<file path="src/rtl/partial_sat_evaluator_pkg.sv">
// Shared constants for the SAT clause evaluation datapath.
//   DEFAULT_VAR_PER_CLAUSE : default number of literal slots per clause
//   POLE_POS / POLE_NEG    : polarity encoding of a literal slot
//   idx_width / cnt_width  : width helpers for slot index and open-literal count
package sat_pkg;

    localparam int DEFAULT_VAR_PER_CLAUSE = 5;

    localparam logic POLE_POS = 1'b0;
    localparam logic POLE_NEG = 1'b1;

    // Slot index width, never narrower than one bit.
    function automatic int idx_width(input int n);
        return (n > 1) ? $clog2(n) : 1;
    endfunction

    // Width able to hold a count from 0 to n inclusive.
    function automatic int cnt_width(input int n);
        return (n > 0) ? $clog2(n + 1) : 1;
    endfunction

endpackage

</file>
<file path="src/rtl/partial_sat_evaluator_if.sv">
// Clause evaluation bus: one clause's literal vectors in, registered verdict out.
//   master : drives in_valid, unassign, clause_mask, val, clause_pole
//   slave  : drives out_valid, partial_sat, conflict, unit, unit_idx, unassigned_cnt
interface partial_sat_evaluator_if
    import sat_pkg::*;
#(
    parameter int VAR_PER_CLAUSE = DEFAULT_VAR_PER_CLAUSE
);
    localparam int IDX_W = idx_width(VAR_PER_CLAUSE);
    localparam int CNT_W = cnt_width(VAR_PER_CLAUSE);

    logic                      in_valid;
    logic [VAR_PER_CLAUSE-1:0] unassign;
    logic [VAR_PER_CLAUSE-1:0] clause_mask;
    logic [VAR_PER_CLAUSE-1:0] val;
    logic [VAR_PER_CLAUSE-1:0] clause_pole;

    logic                      out_valid;
    logic                      partial_sat;
    logic                      conflict;
    logic                      unit;
    logic [IDX_W-1:0]          unit_idx;
    logic [CNT_W-1:0]          unassigned_cnt;

    modport master (
        output in_valid, unassign, clause_mask, val, clause_pole,
        input  out_valid, partial_sat, conflict, unit, unit_idx, unassigned_cnt
    );

    modport slave (
        input  in_valid, unassign, clause_mask, val, clause_pole,
        output out_valid, partial_sat, conflict, unit, unit_idx, unassigned_cnt
    );

endinterface

</file>
<file path="src/rtl/partial_sat_evaluator_popcount.sv">
// Counts the open (masked, unassigned) literals of a clause and reports the
// lowest open slot index.
//   lit_open : per-slot open flags
//   cnt      : number of set bits in lit_open
//   low_idx  : index of the lowest set bit (0 when none is set)
module clause_popcount_encoder #(
    parameter int N     = 5,
    parameter int IDX_W = 3,
    parameter int CNT_W = 3
) (
    input  logic [N-1:0]     lit_open,
    output logic [CNT_W-1:0] cnt,
    output logic [IDX_W-1:0] low_idx
);

    logic found_s;

    // Single pass: accumulate the count and latch the first open slot seen.
    always_comb begin
        cnt     = {CNT_W{1'b0}};
        low_idx = {IDX_W{1'b0}};
        found_s = 1'b0;
        for (int i = 0; i < N; i++) begin
            if (lit_open[i]) begin
                cnt = cnt + CNT_W'(1);
                if (!found_s) begin
                    low_idx = IDX_W'(i);
                    found_s = 1'b1;
                end else begin
                    found_s = 1'b1;
                end
            end else begin
                cnt = cnt;
            end
        end
    end

endmodule

</file>
<file path="src/rtl/partial_sat_evaluator.sv">
// Per-clause literal evaluator: decides whether a clause is already satisfied,
// in conflict, or unit, one cycle after a valid strobe.
//   clock   : rising-edge clock
//   reset_n : asynchronous active-low reset, clears every output
//   bus     : slave side of the clause evaluation bus (inputs qualified by
//             in_valid; results registered and held while in_valid is low)
module partial_sat_evaluator
    import sat_pkg::*;
#(
    parameter int VAR_PER_CLAUSE = DEFAULT_VAR_PER_CLAUSE
) (
    input  logic                    clock,
    input  logic                    reset_n,
    partial_sat_evaluator_if.slave  bus
);

    localparam int IDX_W = idx_width(VAR_PER_CLAUSE);
    localparam int CNT_W = cnt_width(VAR_PER_CLAUSE);

    logic [VAR_PER_CLAUSE-1:0] lit_true_s;
    logic [VAR_PER_CLAUSE-1:0] lit_open_s;
    logic [CNT_W-1:0]          cnt_s;
    logic [IDX_W-1:0]          enc_idx_s;
    logic                      sat_s;
    logic                      conf_s;
    logic                      unit_s;
    logic [IDX_W-1:0]          idx_s;

    logic                      out_valid_r;
    logic                      partial_sat_r;
    logic                      conflict_r;
    logic                      unit_r;
    logic [IDX_W-1:0]          unit_idx_r;
    logic [CNT_W-1:0]          cnt_r;

    // Evaluate every slot; unmasked slots are neither true nor open, and val is
    // only consulted for assigned variables.
    always_comb begin
        lit_true_s = {VAR_PER_CLAUSE{1'b0}};
        lit_open_s = {VAR_PER_CLAUSE{1'b0}};
        for (int i = 0; i < VAR_PER_CLAUSE; i++) begin
            lit_open_s[i] = bus.clause_mask[i] & bus.unassign[i];
            if (bus.clause_mask[i] && !bus.unassign[i]) begin
                lit_true_s[i] = (bus.clause_pole[i] == POLE_NEG) ? ~bus.val[i] : bus.val[i];
            end else begin
                lit_true_s[i] = 1'b0;
            end
        end
    end

    clause_popcount_encoder #(
        .N     (VAR_PER_CLAUSE),
        .IDX_W (IDX_W),
        .CNT_W (CNT_W)
    ) u_popcount (
        .lit_open (lit_open_s),
        .cnt      (cnt_s),
        .low_idx  (enc_idx_s)
    );

    // Clause verdict; satisfaction dominates, so the three flags stay exclusive.
    always_comb begin
        sat_s  = |lit_true_s;
        conf_s = (|bus.clause_mask) & ~sat_s & (cnt_s == CNT_W'(0));
        unit_s = ~sat_s & (cnt_s == CNT_W'(1));
        if (unit_s) begin
            idx_s = enc_idx_s;
        end else begin
            idx_s = IDX_W'(0);
        end
    end

    // Result registers load on a valid strobe and hold otherwise.
    always_ff @(posedge clock or negedge reset_n) begin
        if (!reset_n) begin
            out_valid_r   <= 1'b0;
            partial_sat_r <= 1'b0;
            conflict_r    <= 1'b0;
            unit_r        <= 1'b0;
            unit_idx_r    <= IDX_W'(0);
            cnt_r         <= CNT_W'(0);
        end else begin
            out_valid_r <= bus.in_valid;
            if (bus.in_valid) begin
                partial_sat_r <= sat_s;
                conflict_r    <= conf_s;
                unit_r        <= unit_s;
                unit_idx_r    <= idx_s;
                cnt_r         <= cnt_s;
            end else begin
                partial_sat_r <= partial_sat_r;
                conflict_r    <= conflict_r;
                unit_r        <= unit_r;
                unit_idx_r    <= unit_idx_r;
                cnt_r         <= cnt_r;
            end
        end
    end

    assign bus.out_valid      = out_valid_r;
    assign bus.partial_sat    = partial_sat_r;
    assign bus.conflict       = conflict_r;
    assign bus.unit           = unit_r;
    assign bus.unit_idx       = unit_idx_r;
    assign bus.unassigned_cnt = cnt_r;

endmodule

</file>
<file path="src/flat_wrapper.sv">
// flat-port wrapper written by rule: the top's interface ports become plain ports
module partial_sat_evaluator_flat import sat_pkg::*;
#(
    parameter int VAR_PER_CLAUSE = DEFAULT_VAR_PER_CLAUSE
)
  (clock, reset_n, bus_in_valid, bus_unassign, bus_clause_mask, bus_val, bus_clause_pole, bus_out_valid, bus_partial_sat, bus_conflict, bus_unit, bus_unit_idx, bus_unassigned_cnt);
  partial_sat_evaluator_if #(.VAR_PER_CLAUSE(VAR_PER_CLAUSE)) bus_i ();
  input  logic clock;
  input  logic reset_n;
  input wire logic [$bits(bus_i.in_valid)-1:0] bus_in_valid;
  input wire logic [$bits(bus_i.unassign)-1:0] bus_unassign;
  input wire logic [$bits(bus_i.clause_mask)-1:0] bus_clause_mask;
  input wire logic [$bits(bus_i.val)-1:0] bus_val;
  input wire logic [$bits(bus_i.clause_pole)-1:0] bus_clause_pole;
  output wire logic [$bits(bus_i.out_valid)-1:0] bus_out_valid;
  output wire logic [$bits(bus_i.partial_sat)-1:0] bus_partial_sat;
  output wire logic [$bits(bus_i.conflict)-1:0] bus_conflict;
  output wire logic [$bits(bus_i.unit)-1:0] bus_unit;
  output wire logic [$bits(bus_i.unit_idx)-1:0] bus_unit_idx;
  output wire logic [$bits(bus_i.unassigned_cnt)-1:0] bus_unassigned_cnt;
  assign bus_i.in_valid = bus_in_valid;
  assign bus_i.unassign = bus_unassign;
  assign bus_i.clause_mask = bus_clause_mask;
  assign bus_i.val = bus_val;
  assign bus_i.clause_pole = bus_clause_pole;
  assign bus_out_valid = bus_i.out_valid;
  assign bus_partial_sat = bus_i.partial_sat;
  assign bus_conflict = bus_i.conflict;
  assign bus_unit = bus_i.unit;
  assign bus_unit_idx = bus_i.unit_idx;
  assign bus_unassigned_cnt = bus_i.unassigned_cnt;
  partial_sat_evaluator #(.VAR_PER_CLAUSE(VAR_PER_CLAUSE)) u_core (.clock(clock), .reset_n(reset_n), .bus(bus_i));
endmodule
</file>
<file path="config.mk">
export PLATFORM = sky130hd
export DESIGN_NAME = partial_sat_evaluator_flat
export DESIGN_NICKNAME = d
export VERILOG_FILES = /design/src/rtl/partial_sat_evaluator_pkg.sv /design/src/rtl/partial_sat_evaluator_if.sv /design/src/rtl/partial_sat_evaluator_popcount.sv /design/src/rtl/partial_sat_evaluator.sv /design/src/flat_wrapper.sv
export SDC_FILE = /design/constraint.sdc
export NUM_CORES = 1
export LEC_CHECK = 0
export ABC_AREA = 1
export BUFFER_PORTS_ARGS = -buffer_cell sky130_fd_sc_hd__buf_2
export CORE_MARGIN = 2
export CORE_UTILIZATION = 28
export CTS_BUF_LIST = sky130_fd_sc_hd__clkbuf_8 sky130_fd_sc_hd__clkbuf_16
export CTS_CLUSTER_DIAMETER = 50
export CTS_CLUSTER_SIZE = 16
export DETAILED_ROUTE_END_ITERATION = 6
export PLACE_DENSITY = 0.49
export SLEW_MARGIN = 20
export SYNTH_ARGS = -nofsm -noshare
export SYNTH_HDL_FRONTEND = slang
export SYNTH_SLANG_ARGS = --single-unit
</file>
<file path="constraint.sdc">
create_clock -name clock -period 0.8 [get_ports clock]
set_input_delay 0.04 -clock clock [delete_from_list [all_inputs] [get_ports clock]]
set_output_delay 0.04 -clock clock [all_outputs]
set_load 0.01 [all_outputs]
</file>
---- After elaboration in Yosys (flattened, before gate mapping) ----
Index checks and enable logic that the tools add are counted.
cells by class
  bitwise operators ....................... 14
  $add $sub $neg .......................... 4
  equality and inequality tests ........... 1
  reduce and logical (&&, ||, !) cells .... 13
  mux-type cells .......................... 28
operator list
  cell                                                             number
  3-bit 2-to-1 mux                                                 11
  1-bit 2-to-1 mux                                                 17
  5-bit OR reduction                                               2
  3-bit by 1-bit adder with 3-bit output, second input constant    3
  1-bit AND                                                        8
  1-bit NOT                                                        6
  1-bit logical AND                                                5
  1-bit zero test                                                  5
  3-bit by 1-bit == test with 1-bit output, second input constant  1
  3-bit zero test                                                  1
  1-bit by 1-bit adder with 2-bit output, second input constant    1
word-level totals
  register bits after elaboration ......... 10
  output and inout bits ................... 10

---- Longest topological paths before layout ----
  depth in word-level cells ............... 13
  mapped depth ............................ 19

---- Cells and area by module ----
Synthesis repeated with hierarchy kept, for this count alone.
unflattened totals
  cells, all modules ...................... 143
  area total of the unflattened synthesis .. 905.9 um^2
by module, submodules not included
  module                   area each (um^2)  times used  seq. area each (um^2)  cells an instance
  partial_sat_evaluator    598.1             1           250.2                  89
  clause_popcount_encoder  307.8             1           0.0                    54

---- Worst setup path after synthesis ----
No wires, ideal clock.
  kind .................................... input -> register
  start point ............................. input port bus_clause_mask[0]
  end point ............................... register u_core.unit_idx_r[0] (netlist: u_core.bus.unit_idx[0])
  arrival ................................. 2,125 ps
  stages on the path ...................... 18
  slack ................................... -1,390 ps
  buffers on the path ..................... 0
  path through ............................ nand2_1 > ha_1 > nand3_1 > nand2_2 > inv_1 > ha_1 > or2_0 > and2_1 > ha_1 > nand3_1 > inv_1 > nand2_1 > nand2_1 > nand2_1 > nand2_1 > nor2_4 > nand3_1 > nand2_1
on the way
  cells in the longest elaborated chain, start to end .. 13
ends and longest elaborated chain
  what                                      line                                  RTL
  start: declaration                        flat_wrapper.sv:12                    input wire logic [$bits(bus_i.clause_mask)-1:0] bus_clause_mask;
  1-bit AND                                 partial_sat_evaluator.sv:42           lit_open_s[i] = bus.clause_mask[i] & bus.unassign[i];
  1-bit 2-to-1 mux                          partial_sat_evaluator_popcount.sv:24  if (lit_open[i]) begin
  1-bit by 1-bit adder with 2-bit output    partial_sat_evaluator_popcount.sv:25  cnt = cnt + CNT_W'(1);
  3-bit 2-to-1 mux                          partial_sat_evaluator_popcount.sv:24
  3-bit by 1-bit adder with 3-bit output    partial_sat_evaluator_popcount.sv:25
  3-bit 2-to-1 mux                          partial_sat_evaluator_popcount.sv:24
  3-bit by 1-bit adder with 3-bit output    partial_sat_evaluator_popcount.sv:25
  3-bit 2-to-1 mux                          partial_sat_evaluator_popcount.sv:24
  3-bit by 1-bit adder with 3-bit output    partial_sat_evaluator_popcount.sv:25
  3-bit 2-to-1 mux                          partial_sat_evaluator_popcount.sv:24
  3-bit by 1-bit == test with 1-bit output  partial_sat_evaluator.sv:65           unit_s = ~sat_s & (cnt_s == CNT_W'(1));
  1-bit AND                                 partial_sat_evaluator.sv:65
  3-bit 2-to-1 mux (*)                      partial_sat_evaluator.sv:66           if (unit_s) begin
  end signal: assignment                    partial_sat_evaluator.sv:88           unit_idx_r <= idx_s;
  end signal: assignment                    partial_sat_evaluator.sv:94           unit_idx_r <= unit_idx_r;
  end: declaration                          partial_sat_evaluator.sv:33           logic [IDX_W-1:0] unit_idx_r;
Mark *: on every way between the ends. The rest lies on a longest branch, timed or not.
A chain may end at the register's enable or synchronous reset.

---- Worst setup path in the final report ----
  start point ............................. input port bus_clause_mask[0]
  end point ............................... register u_core.unit_r (netlist: u_core.bus.unit)
on the way
  cells in the longest elaborated chain, start to end .. 12
ends and longest elaborated chain
  what                                      line                                  RTL
  1-bit AND                                 partial_sat_evaluator.sv:42
  1-bit 2-to-1 mux                          partial_sat_evaluator_popcount.sv:24
  1-bit by 1-bit adder with 2-bit output    partial_sat_evaluator_popcount.sv:25
  3-bit 2-to-1 mux                          partial_sat_evaluator_popcount.sv:24
  3-bit by 1-bit adder with 3-bit output    partial_sat_evaluator_popcount.sv:25
  3-bit 2-to-1 mux                          partial_sat_evaluator_popcount.sv:24
  3-bit by 1-bit adder with 3-bit output    partial_sat_evaluator_popcount.sv:25
  3-bit 2-to-1 mux                          partial_sat_evaluator_popcount.sv:24
  3-bit by 1-bit adder with 3-bit output    partial_sat_evaluator_popcount.sv:25
  3-bit 2-to-1 mux                          partial_sat_evaluator_popcount.sv:24
  3-bit by 1-bit == test with 1-bit output  partial_sat_evaluator.sv:65
  1-bit AND (*)                             partial_sat_evaluator.sv:65
  end signal: assignment                    partial_sat_evaluator.sv:87           unit_r <= unit_s;
  end signal: assignment                    partial_sat_evaluator.sv:93           unit_r <= unit_r;
  end: declaration                          partial_sat_evaluator.sv:32           logic unit_r;
Marks and branches as above.

==> run metrics <==
status complete, but fails checks; failing checks setup timing; Final WS setup -1.08 ns; most used cell, CP nand2_2; post-route ant nets 0; fin util between 50 and 60%; Worst-path clk slew ~0.050 ns; Max Clock Skew 0 ns; initial antenna violation count 0; Final Net Count 241; CP Cell Sequence buf_8 > nand2_8 > ha_4 > inv_2 > nand2_2 > nand2_2 > inv_2 > ha_4 > or2_1 > and2_4 > ha_4 > nand3_4 > inv_2 > nand2_2 > nand2_2 > nand2_2 > nand2_2 > nor2_4 > nand2_1 > nand2_1; vias in the first global route roughly 1100; Startpoint Class input pin; number of library cell types mapped by synthesis 19; Slew Limit Headroom about three quarters; CP Data Required Time roughly 0.98 ns; Worst Setup End Kind flip-flop; Mapped Nets 163; CTS Buf Count 3; main flop type after synthesis dfrtp_1; CP max FO 5; Overflow after GRT 0; first-pass GRT wire length around 4300 um; Root Buffer Master clkbuf_8; initial core utilization ~29%; post-placement cell count around 220; CTS max path bufs 2; Port Buf Inserts 32; post-DR wirelength/cell 10.4 um; post-DP HPWL 1920 um; final max-slew violation count 0; Bufs and invs on worst path 4; Synthesis Warnings 0; Worst-Skew Late Latency roughly 0.24 ns; via count between 1000 and 1500; most frequent cell after synthesis nand2_1; total track usage between 10% and 20%; ys async rst share 100%; RSZ-0062 raised after global routing yes; f_max between 500 and 600 MHz; Hold Crit Class in2reg; Pre-antenna DRT Iters 4; part of the cycle the worst path needs 235%; DR vias/cell about 4.5; LEAKAGE between 0.9 and 1 nW; Crit path arrival time around 2.1 ns; Placeable Area between 0.002 and 0.003 sq mm; slowest cell delay on critical path about 0.28 ns; first-iteration detailed-routing DRC count 26; Final Non-Filler Cells between 200 and 250; EDFF count, synth 0; Final setup viols 8; DRC 0; final hold violation count 0; Detailed Route WL 2530 um; #FFs+latches synth 10; pin count of the biggest net entering global routing 11; area grow syn2layout 96.3%; Chip Height between 50 and 60 um; Mapped Cells ~130; Tightest Pin Transition roughly 0.36 ns; # Max-Cap Violations 0; Die Area around 0.0035 sq mm; CP max stage cell ha_4; Avg Synthesized Cell Area approximately 6.4 sq um; die span in x 59.3 um; Row Count 20; Num Clock Sinks 10; post-synth top area share between 20% and 30%; top cells by area, synth dfrtp_1, nand2_1, nand3_1, inv_1, ha_1; Placer Congestion around 0.76; Setup TNS -7.63 ns; fraction of layout cells with a size suffix above 1 56.4%; cell taking the most area after synthesis dfrtp_1; WS Path Type in2reg; Seq/Total Area, Yosys between 20 and 30%; Tmin final roughly 1.9 ns; CTS tree yes; Crit path max-delay family simple AND/OR/NAND/NOR gates; ANT cells 0; H-tree Lvls 1; Post-Syn Area approximately 860 sq um; Post-synth top cells nand2_1, inv_1, nand3_1; peak supply drop roughly 430 uV; I/O pin count 33; PwrDens roughly 1300 mW/mm^2
cells in the final DEF (no fill, tap or decap), drive strengths merged:
cell type / netlist / routed
nor2: 13 / 13
dlygate4sd3: 0 / 1
nor4: 1 / 1
a21oi: 1 / 1
and2: 1 / 1
o21a: 1 / 1
ha: 6 / 6
inv: 23 / 23
o21ai: 4 / 4
nor3: 1 / 1
or2: 1 / 1
nand3: 22 / 22
buf: 0 / 72
nand2: 48 / 48
dfrtp: 10 / 10
clkbuf: 0 / 4
a31oi: 2 / 2
report_power, final:
part / leakage (nW) / total, W / switching, W / internal [W]
clock: 0.0288 / 0.000641 / 0.000208 / 0.000433
combinational: 0.775 / 0.000893 / 0.000423 / 0.000470
sequential: 0.127 / 0.000577 / 0.0000211 / 0.000556
metal layers:
layer | up-vias | wire (um) | global-route usage, %
met1 | 485 | 989 | 17.0
met5 | - | 0 | 0
met4 | 0 | 55 | 7.79
met2 | 30 | 1360 | 30.6
met3 | 5 | 124 | 2.40
li1 | 577 | - | -
timing repair:
item                                   in CTS  in global routing
gates cloned                                0                  0
pin swaps                                  17                 16
setup buffers                              14                  6
endpoints found under the hold margin      10                  0
setup endpoints to repair                  11                 18
resized for setup                          32                 18
hold buffers                                1                  0
cells by family after synthesis:
family	Yosys count	share of synthesized area [%]
AO/OA/AOI/OAI	8	5.26
AND/OR/NAND/NOR	87	46.7
adder cells (fa/ha/maj)	6	8.76
flip-flops	10	29.2
buffers and inverters	23	10.1
area by class of cell:
type	instances	area [sq um]
Clock buffer	4	55.1
Fill cell	287	1290
Inverter	23	86.3
Multi-Input combinational cell	101	704
Sequential cell	10	250
Tap cell	33	41.3
Timing Repair Buffer	73	546
sequential cells by signal (all words and copies together) (netlist names):
name                       count
u_core.bus.conflict            1
u_core.bus.unit                1
u_core.bus.partial_sat         1
u_core.bus.unit_idx            3
u_core.bus.unassigned_cnt      3
u_core.bus.out_valid           1
final timing paths:
path	start	slack, ns	to	cells after the start
min	bus_in_valid	0.08	u_core.bus.out_valid$_DFF_PN0_	2
min in group asynchronous	reset_n	0.18	u_core.bus.unit_idx[0]$_DFFE_PN0P_	2
max reg2reg	u_core.bus.partial_sat$_DFFE_PN0P_	0.03	u_core.bus.partial_sat$_DFFE_PN0P_	2
min reg2reg	u_core.bus.unit_idx[1]$_DFFE_PN0P_	0.47	u_core.bus.unit_idx[1]$_DFFE_PN0P_	2
max in group asynchronous	reset_n	0.43	u_core.bus.unassigned_cnt[1]$_DFFE_PN0P_	2
max	bus_clause_mask[0]	-1.08	u_core.bus.unit$_DFFE_PN0P_	20
per-stage QoR:
| stage | area (sq um) | setup slack, ns | hold WS [ns] | power (W) |
|---|---|---|---|---|
| after floorplan | 932 | -1.17 | -0.256 | 0.000919 |
| after global placement | 1320 | -1.38 | -0.0968 | 0.00123 |
| after detailed placement | 1320 | -1.43 | -0.0879 | 0.00125 |
| after CTS | 1590 | -1.05 | 0.0714 | 0.00205 |
| after global routing | 1680 | -1.22 | 0.0855 | 0.00224 |
| final | 1680 | -1.08 | 0.0773 | 0.00211 |
Note: power is estimated with default switching activity, not from simulation.
